[src/rtl/la_trigger_seq_if.sv]
// la_trigger_seq_if: iomem-style request/response bus between the trigger sequencer and the LA controller
interface la_trigger_seq_if;
  logic [31:0] addr;
  logic [31:0] wdata;
  logic [31:0] rdata;
  logic [3:0] wstrb;
  logic valid;
  logic ready;
  modport master(output addr, valid, wstrb, wdata, input rdata, ready);
  modport slave(input addr, valid, wstrb, wdata, output rdata, ready);
endinterface

[src/rtl/la_trigger_seq.sv]
// la_trigger_seq: polls one LA input word and strobes LA_SAMPLE on masked pattern hits
module la_trigger_seq #(
  parameter logic [31:0] BASE_ADR = 32'h2200_0000,
  parameter logic [7:0] LA_DATA_0 = 8'h00,
  parameter logic [7:0] LA_SAMPLE = 8'h30,
  parameter int PERIOD_W = 16,
  parameter int CNT_W = 8
) (
  input logic clk,
  input logic resetn,
  input logic start,
  input logic abort,
  input logic [1:0] trig_word_sel,
  input logic [31:0] trig_mask,
  input logic [31:0] trig_value,
  input logic [PERIOD_W-1:0] poll_period,
  input logic [CNT_W-1:0] sample_count,
  la_trigger_seq_if.master iomem,
  output logic busy,
  output logic done,
  output logic error,
  output logic [CNT_W-1:0] hit_count,
  output logic [31:0] last_word
);
  localparam logic [1:0] IDLE = 2'd0, POLL = 2'd1, WAIT = 2'd2, SAMPLE = 2'd3;
  logic [1:0] state, sel;
  logic [31:0] mask, value, addr;
  logic [PERIOD_W-1:0] period, timer;
  logic [CNT_W-1:0] count, hit_nxt;
  logic [3:0] to, wstrb;
  logic [7:0] poll_off;
  logic valid, match;
  assign iomem.addr = addr;
  assign iomem.valid = valid;
  assign iomem.wstrb = wstrb;
  assign iomem.wdata = '0;
  always_comb begin
    hit_nxt = hit_count + 1'b1;
    poll_off = LA_DATA_0 + {4'd0, (state == IDLE ? trig_word_sel : sel), 2'd0};
    match = ((iomem.rdata ^ value) & mask) == '0;
  end
  // Priority: abort, then bus completion, then timeout, then per-state progress.
  always_ff @(posedge clk or negedge resetn)
    if (!resetn) begin
      state <= IDLE;
      busy <= 1'b0;
      done <= 1'b0;
      error <= 1'b0;
      hit_count <= '0;
      last_word <= '0;
      valid <= 1'b0;
      addr <= '0;
      wstrb <= '0;
      to <= '0;
      timer <= '0;
      sel <= '0;
      mask <= '0;
      value <= '0;
      period <= '0;
      count <= '0;
    end else begin
      done <= 1'b0;
      if (busy && abort) begin
        state <= IDLE;
        busy <= 1'b0;
        valid <= 1'b0;
      end else if (valid && iomem.ready) begin
        valid <= 1'b0;
        if (state == POLL) begin
          last_word <= iomem.rdata;
          state <= match ? SAMPLE : WAIT;
          timer <= period;
        end else if (hit_nxt == count) begin
          hit_count <= hit_nxt;
          state <= IDLE;
          busy <= 1'b0;
          done <= 1'b1;
        end else begin
          hit_count <= hit_nxt;
          state <= WAIT;
          timer <= period;
        end
      end else if (valid) begin
        to <= to + 1'b1;
        if (to == 4'd14) begin
          valid <= 1'b0;
          error <= 1'b1;
          done <= 1'b1;
          state <= IDLE;
          busy <= 1'b0;
        end
      end else if (state == IDLE) begin
        if (start && sample_count == '0) done <= 1'b1;
        else if (start) begin
          sel <= trig_word_sel;
          mask <= trig_mask;
          value <= trig_value;
          period <= poll_period;
          count <= sample_count;
          hit_count <= '0;
          error <= 1'b0;
          state <= POLL;
          busy <= 1'b1;
          valid <= 1'b1;
          addr <= {BASE_ADR[31:8], poll_off};
          wstrb <= 4'h0;
          to <= '0;
        end
      end else if (state == WAIT) begin
        // Leaving at timer<=1 keeps period 0 and 1 both at one idle cycle.
        timer <= timer - 1'b1;
        if (timer[PERIOD_W-1:1] == '0) begin
          state <= POLL;
          valid <= 1'b1;
          addr <= {BASE_ADR[31:8], poll_off};
          wstrb <= 4'h0;
          to <= '0;
        end
      end else if (state == SAMPLE) begin
        valid <= 1'b1;
        addr <= {BASE_ADR[31:8], LA_SAMPLE};
        wstrb <= 4'hF;
        to <= '0;
      end
    end
endmodule

[src/flat_wrapper.sv]
// flat-port wrapper written by rule: the top's interface ports become plain ports
module la_trigger_seq_flat 
#(
  parameter logic [31:0] BASE_ADR = 32'h2200_0000,
  parameter logic [7:0] LA_DATA_0 = 8'h00,
  parameter logic [7:0] LA_SAMPLE = 8'h30,
  parameter int PERIOD_W = 16,
  parameter int CNT_W = 8
)
  (clk, resetn, start, abort, trig_word_sel, trig_mask, trig_value, poll_period, sample_count, busy, done, error, hit_count, last_word, iomem_addr, iomem_valid, iomem_wstrb, iomem_wdata, iomem_rdata, iomem_ready);
  la_trigger_seq_if iomem_i ();
  input logic clk;
  input logic resetn;
  input logic start;
  input logic abort;
  input logic [1:0] trig_word_sel;
  input logic [31:0] trig_mask;
  input logic [31:0] trig_value;
  input logic [PERIOD_W-1:0] poll_period;
  input logic [CNT_W-1:0] sample_count;
  output logic busy;
  output logic done;
  output logic error;
  output logic [CNT_W-1:0] hit_count;
  output logic [31:0] last_word;
  output wire logic [$bits(iomem_i.addr)-1:0] iomem_addr;
  output wire logic [$bits(iomem_i.valid)-1:0] iomem_valid;
  output wire logic [$bits(iomem_i.wstrb)-1:0] iomem_wstrb;
  output wire logic [$bits(iomem_i.wdata)-1:0] iomem_wdata;
  input wire logic [$bits(iomem_i.rdata)-1:0] iomem_rdata;
  input wire logic [$bits(iomem_i.ready)-1:0] iomem_ready;
  assign iomem_addr = iomem_i.addr;
  assign iomem_valid = iomem_i.valid;
  assign iomem_wstrb = iomem_i.wstrb;
  assign iomem_wdata = iomem_i.wdata;
  assign iomem_i.rdata = iomem_rdata;
  assign iomem_i.ready = iomem_ready;
  la_trigger_seq #(.BASE_ADR(BASE_ADR), .LA_DATA_0(LA_DATA_0), .LA_SAMPLE(LA_SAMPLE), .PERIOD_W(PERIOD_W), .CNT_W(CNT_W)) u_core (.clk(clk), .resetn(resetn), .start(start), .abort(abort), .trig_word_sel(trig_word_sel), .trig_mask(trig_mask), .trig_value(trig_value), .poll_period(poll_period), .sample_count(sample_count), .iomem(iomem_i), .busy(busy), .done(done), .error(error), .hit_count(hit_count), .last_word(last_word));
endmodule
[config.mk]
export PLATFORM = sky130hd
export DESIGN_NAME = la_trigger_seq_flat
export DESIGN_NICKNAME = d
export VERILOG_FILES = /design/src/rtl/la_trigger_seq_if.sv /design/src/rtl/la_trigger_seq.sv /design/src/flat_wrapper.sv
export SDC_FILE = /design/constraint.sdc
export NUM_CORES = 1
export LEC_CHECK = 0
export CORE_AREA = 2 2 150 152
export CTS_CLUSTER_DIAMETER = 120
export DETAILED_ROUTE_END_ITERATION = 8
export DIE_AREA = 0 0 152 154
export PLACE_DENSITY = 0.66
export SYNTH_ARGS = -nofsm -noshare
export SYNTH_HDL_FRONTEND = slang
export SYNTH_SLANG_ARGS = --single-unit
[constraint.sdc]
create_clock -name clk -period 5.4 [get_ports clk]
set_clock_uncertainty 0.1 [all_clocks]
set_input_delay 1.08 -clock clk [delete_from_list [all_inputs] [get_ports clk]]
set_output_delay 1.08 -clock clk [all_outputs]
set_load 0.02 [all_outputs]
==> summary.txt, run 1 <==
Yosys
  – Asr flop ratio synth: 100%
  – Ys Warns: 0
  – Synth cell types: 73
  – Post-Synthesis Cells: slightly above 700
  – Syn Area/Cell: 11.6 sq um
  – EDFF count, synth: 0
  – Seq/Total Area, Yosys: between 40% and 50%
  – Most used flip-flop cell after synthesis: dfrtp_1
  – Flops & latches, synth: 160
  – Synth Cell Area: 8200 sq um

Die
  – Die Y: 154 um
  – Core footprint: 21700 sq um
  – Die X: between 150 and 200 um
  – Rows: between 50 and 60
  – Top Ports: approximately 240
  – Starting Density: 37.8%
  – Die ar.: 23400 sq um

Clocking
  – CTS resizes: 0
  – CTS Buf Count: 17
  – CTS Sinks: 160
  – Root buf cell: clkbuf_16
  – Hold-fix buffers at CTS: 0
  – Bufs on Longest Clock Path: 2
  – Setup Buffers After CTS: 0
  – CTS H-tree lvls: 4
  – Reg clk slew, reported paths: 0.07 ns
  – Later-pin clock latency in the skew report: between 0.4 and 0.5 ns
  – CTS tree: built

Outcome
  – Status: completed

Route
  – Via count: 5968
  – Routed WL: 20700 um
  – First-pass DRT Iterations: 5
  – Routed Antenna Nets: 0
  – Avg WL per Cell: 17.8 um
  – Iteration-0 DRC Markers: 200
  – Remaining routing DRC violations: 0
  – Vias/cell: 5.12

STA
  – Period utilization: 68.8%
  – Fin Setup TNS: 0 ns
  – Tightest Pin Transition: 1.03 ns
  – Final hold viol count: 0
  – Setup-failing EPs final: 0
  – Rel. slew slack: 31.1%
  – Fin crit period: approximately 3.7 ns
  – Worst-case hold slack: 0.374 ns
  – RSZ-0062 raised after global routing: no
  – Peak Freq: approximately 0.27 GHz
  – Max-slew violations: 0
  – Setup WS post-layout: 1.69 ns

Placement
  – Placed cell areas: 9990 sq um
  – Routability cong.: 0.839
  – # placed instances: 1133
  – Post-Place Setup Slack: ~1.3 ns
  – Post-DP HPWL: around 15000 um
  – I/O Buffers: 180

Global route
  – Gr usage total: 18.1%
  – Pin count of the biggest net entering global routing: 96
  – Vias in the first global route: 6145
  – Initial antenna violation count: 2
  – First-pass GRT wire length: between 30000 and 40000 um
  – GRT overflow: 0

Final layout
  – Area grow syn2layout: 29.2%
  – Final std cells w/o fill: 1165
  – Final instance area: 10600 sq um
  – Commonest non-fill, non-tap cell in the layout: clkdlybuf4s50_1
  – Commonest non-fill, non-tap cells in the layout: 179 x clkdlybuf4s50_1, 160 x dfrtp_1, 125 x mux2_2
  – # nets final: 1003
  – Final core occ: 48.8%
  – Antenna Diode Count: 0
  – Share of layout cells above drive strength 1: roughly 21%

Power
  – Power Density: 533 nW/um^2
  – Tot Pwr: about 5.6 mW
  – Peak supply drop: 0.000300 V
  – Pleak: 4.37 nW

Setup path
  – R2r startpoint: u_core.busy
  – Register-to-Register Path Depth: 5
  – Crit-path cells: clkdlybuf4s50_1 -> and2_1 -> nor2_2 -> and3b_4 -> buf_4 -> mux2_2
  – Slowest-stage cell, CP: and3b_4
  – Critical Path Max Stage Delay: 0.88 ns
  – Worst setup path start: abort
  – WP depth: 6
  – Crit-path leading delay family: simple AND/OR/NAND/NOR gates
  – CP bufs+invs: 2
  – CP Max Fanout: ~60
  – Nature of the critical path endpoint: register
  – Worst EP arrival: a little under 4 ns
  – Critical Path RT: between 5 and 6 ns
  – Setup crit start kind: input pin
  – Kind of critical path: input pin to register

Worst hold path
  – Min-delay src: u_core.iomem.addr[3]
  – Hold Path Stages: 2
  – Hold crit path type: register to register

Job
  – Max cap viols: 0
-- cell usage after synthesis (3+ instances only) --
cell type	number	area, sq um
o41ai_1	3	26.3
a21oi_1	13	65.1
nand4_1	9	56.3
a31oi_1	4	25.0
clkbuf_1	15	56.3
and3_1	8	50.1
o21ai_0	23	115
a22o_1	6	52.6
inv_1	4	15.0
mux2i_1	3	30.0
o31ai_1	13	97.6
nand3_1	13	65.1
ha_1	4	50.1
xnor2_1	5	43.8
and2_1	5	31.3
o21ai_1	3	15.0
nor4_1	6	37.5
buf_2	14	70.1
xor2_1	36	315
nand2_1	40	150
mux2_2	125	1410
dfrtp_1	160	4000
a211oi_1	5	37.5
buf_4	64	480
a22oi_1	15	113
a21o_1	3	22.5
a31o_2	3	26.3
nor3_1	8	40.0
o211ai_1	5	37.5
nand2b_1	6	37.5
or3_1	5	31.3
nor2_1	29	109
-- path summary, 6_finish.rpt --
check | end | slack (ns)
min in group asynchronous | u_core.timer[5] | 0.64
max in group asynchronous | u_core.value[0] | 3.55
worst min register to register | u_core.iomem.addr[3] | 0.37
worst max-delay path | u_core.value[21] | 1.69
worst max register to register | u_core.value[21] | 2.32
worst min-delay path | u_core.iomem.addr[3] | 0.37
-- cell families after synthesis --
family,synth area share [%]
AOI/OAI and AO/OA,11.9
xor gates and xnor gates,4.38
adders and majority gates,0.610
buffers and inverters,7.86
DFF,48.8
muxes,17.5
other,0.0457
and+or+nand+nor,8.87
-- report_power, final --
| group | internal [mW] | switching (mW) | leakage, nW |
|---|---|---|---|
| combinational | 1.15 | 1.07 | 2.15 |
| sequential | 1.76 | 0.424 | 1.94 |
| clock | 0.664 | 0.575 | 0.284 |
-- layer usage --
layer	routed length, um	up-vias	track usage (%)	part of all wire, %
met5	0	-	0	0
li1	-	2790	-	-
met1	8460	2920	22.1	41
met3	1850	20	7.24	8.9
met2	10200	238	29.8	49
met4	248	0	4.81	1.2
-- area by class of cell --
class,count,area [sq um]
timing repair buffer,186,1850
tap,280,350
multi-input combinational,503,3770
clock buffer,18,429
fill,2018,11100
clock inverter,14,170
sequential,160,4000
inverter,4,15.0
-- worst reg2reg max path, cell delays in order (launching register included) --
cell	delay, ns
dfrtp_1	0.44
and2_1	0.28
nor2_2	0.29
and3b_4	0.88
buf_4	0.58
mux2_2	0.40
-- registers in the layout, indices dropped and copies added, names as in the netlist --
name and cells:
u_core.last_word 32, u_core.mask 32, u_core.value 32, u_core.period 16, u_core.timer 16, u_core.count 8, u_core.hit_count 8, u_core.to 4
u_core.iomem.addr 3, u_core.sel 2, u_core.state 2, u_core.busy 1, u_core.done 1, u_core.error 1, u_core.iomem.valid 1, u_core.iomem.wstrb 1
Note: power is estimated with default switching activity, not from simulation.
==> run 2: changes to the inputs <==
Settings changed: PLACE_DENSITY 0.66 to 0.68.
Clock period 5.4 ns to 3.2 ns, I/O delays scaled along.
==> run 2 against run 1 <==
- cell count rose by 1.8%
- register-to-register slack got worse by 1.9 ns
- clock power rose by 64%
- sequential share of layout area fell by 0.71 points
- die area did not move
- worst setup slack got worse by 1.3 ns
- critical endpoint is now u_core.timer[11]
- sequential power rose by 67%
- flip-flop and latch count did not move
- combinational power rose by 78%
- non-clock buffer count rose by 21
- critical path depth rose by 1
- utilization rose by 0.93 points
==> summary.txt, run 2 (synthesized netlist as in run 1, its figures left out) <==
Global route
  – GRT overflow: 0
  – Gr usage total: 17.6%
  – Vias in the first global route: approximately 6000
  – Initial antenna violation count: 0
  – Pin count of the biggest net entering global routing: 67
  – First-pass GRT wire length: 32700 um

Power
  – Peak supply drop: just under 0.0006 V
  – Comb power frac: 41.0%
  – Clock power frac: 21.1%
  – Internal power: 6.08 mW
  – Tot Pwr: between 9 and 10 mW
  – Power Density: 893 nW/um^2
  – Pleak: 4.50 nW
  – Switching part of the total power: 36.9%
  – Switching power: about 3.6 mW
  – Register share of total power: about 38%

Die
  – Die Y: about 150 um
  – Die X: between 150 and 200 um
  – Top Ports: roughly 240
  – Die ar.: 23400 sq um
  – Rows: 54
  – Core footprint: 21700 sq um
  – Starting Density: around 38%

Clocking
  – CTS tree: built
  – Bufs on Longest Clock Path: 2
  – CTS H-tree lvls: 4
  – CTS Buf Count: 17
  – CTS Sinks: 160
  – CTS resizes: 0
  – Later-pin clock latency in the skew report: around 0.45 ns
  – Setup Buffers After CTS: 0
  – Hold-fix buffers at CTS: 0
  – Reg clk slew, reported paths: roughly 0.07 ns
  – Root buf cell: clkbuf_16

Setup path
  – CP Max Fanout: 12
  – Worst EP arrival: 2.99 ns
  – Setup crit start kind: register
  – Nature of the critical path endpoint: register
  – Critical Path RT: 3.39 ns
  – Kind of critical path: register to register

Final layout
  – Top Registers: u_core.last_word x32, u_core.mask x32, u_core.value x32
  – Antenna Diode Count: 0
  – Final std cells w/o fill: between 1000 and 1500
  – Commonest non-fill, non-tap cells in the layout: 179 x clkdlybuf4s50_1, 160 x dfrtp_1, 125 x mux2_2
  – Final instance area: 10800 sq um
  – # nets final: 1024
  – Share of layout cells above drive strength 1: 22.5%
  – Commonest non-fill, non-tap cell in the layout: clkdlybuf4s50_1
  – Area grow syn2layout: 31.6%

STA
  – Period utilization: 87.3%
  – Rel. slew slack: 53.5%
  – RSZ-0062 raised after global routing: no
  – Fin Setup TNS: 0 ns
  – Final hold viol count: 0
  – Setup WS post-layout: a little over 0.4 ns
  – Peak Freq: 0.358 GHz
  – Fin crit period: 2.79 ns
  – Max-slew violations: 0
  – Tightest Pin Transition: between 0.6 and 0.7 ns
  – Setup-failing EPs final: 0

Route
  – Iteration-0 DRC Markers: 331
  – Vias/cell: 5.13
  – Remaining routing DRC violations: 0
  – Avg WL per Cell: approximately 17 um
  – Routed WL: roughly 21000 um
  – Routed Antenna Nets: 0
  – First-pass DRT Iterations: 5
  – Via count: 6087

Placement
  – Post-DP HPWL: 15400 um
  – Placed cell areas: slightly above 10000 sq um
  – Post-Place Setup Slack: ~0.15 ns
  – # placed instances: 1154
  – I/O Buffers: 180
  – Routability cong.: 0.858

Job
  – Max cap viols: 0

Worst hold path
  – Hold crit path type: input pin to async pin

Outcome
  – Status: completed
[run 2: per-layer routing]
layer | routed length, um | up-vias | global-route usage [%]
met5 | 0 | - | 0
met4 | 253 | 0 | 4.23
met3 | 1860 | 21 | 7.13
met2 | 10000 | 240 | 28.9
met1 | 8610 | 2997 | 21.8
li1 | - | 2829 | -
[run 2: area by class of cell]
| class | instances | area (sq um) |
|---|---|---|
| fill | 1979 | 10900 |
| multi-input combinational | 503 | 3770 |
| clock inverter | 15 | 168 |
| sequential | 160 | 4000 |
| inverter | 4 | 15.0 |
| tap | 280 | 350 |
| clock buffer | 17 | 425 |
| timing repair buffer | 207 | 2060 |
[run 2: metrics by stage]
step,hold slack (ns),utilization [%]
after floorplan,0.244,-
after global placement,0.363,47.0
after detailed placement,0.370,47.0
after CTS,0.137,49.8
after global routing,0.163,49.8
final,0.111,49.8
[run 2: power groups by stage]
stage               registers [mW]  logic [mW]  clock network [mW]
finish                        3.65        3.95                2.03
global route                  3.78        4.28                2.17
CTS                           3.65        3.99                2.09
detailed placement            3.68        3.97                   0
global placement              3.66        3.90                   0
floorplan                     3.80        2.38                   0
[run 2: worst paths after layout]
path                                            from                   end  slack (ns)  depth (start not counted)
worst min register to register  u_core.iomem.addr[2]  u_core.iomem.addr[2]        0.39                          2
min in group clk                u_core.iomem.addr[2]  u_core.iomem.addr[2]        0.39                          2
max in group asynchronous                     resetn  u_core.last_word[13]        2.06                          2
worst max register to register   u_core.hit_count[0]      u_core.timer[11]        0.41                          7
worst min-delay path                          resetn      u_core.period[5]        0.11                          1
worst max-delay path             u_core.hit_count[0]      u_core.timer[11]        0.41                          7
[run 2: worst max-delay path: stages (launching register included)]
cell and delay [ns]:
dfrtp_1 0.51, ha_1 0.33, nand3_2 0.17, xnor2_1 0.20
nand4_1 0.20, a2111o_1 0.62, o311ai_0 0.41, a22oi_1 0.11
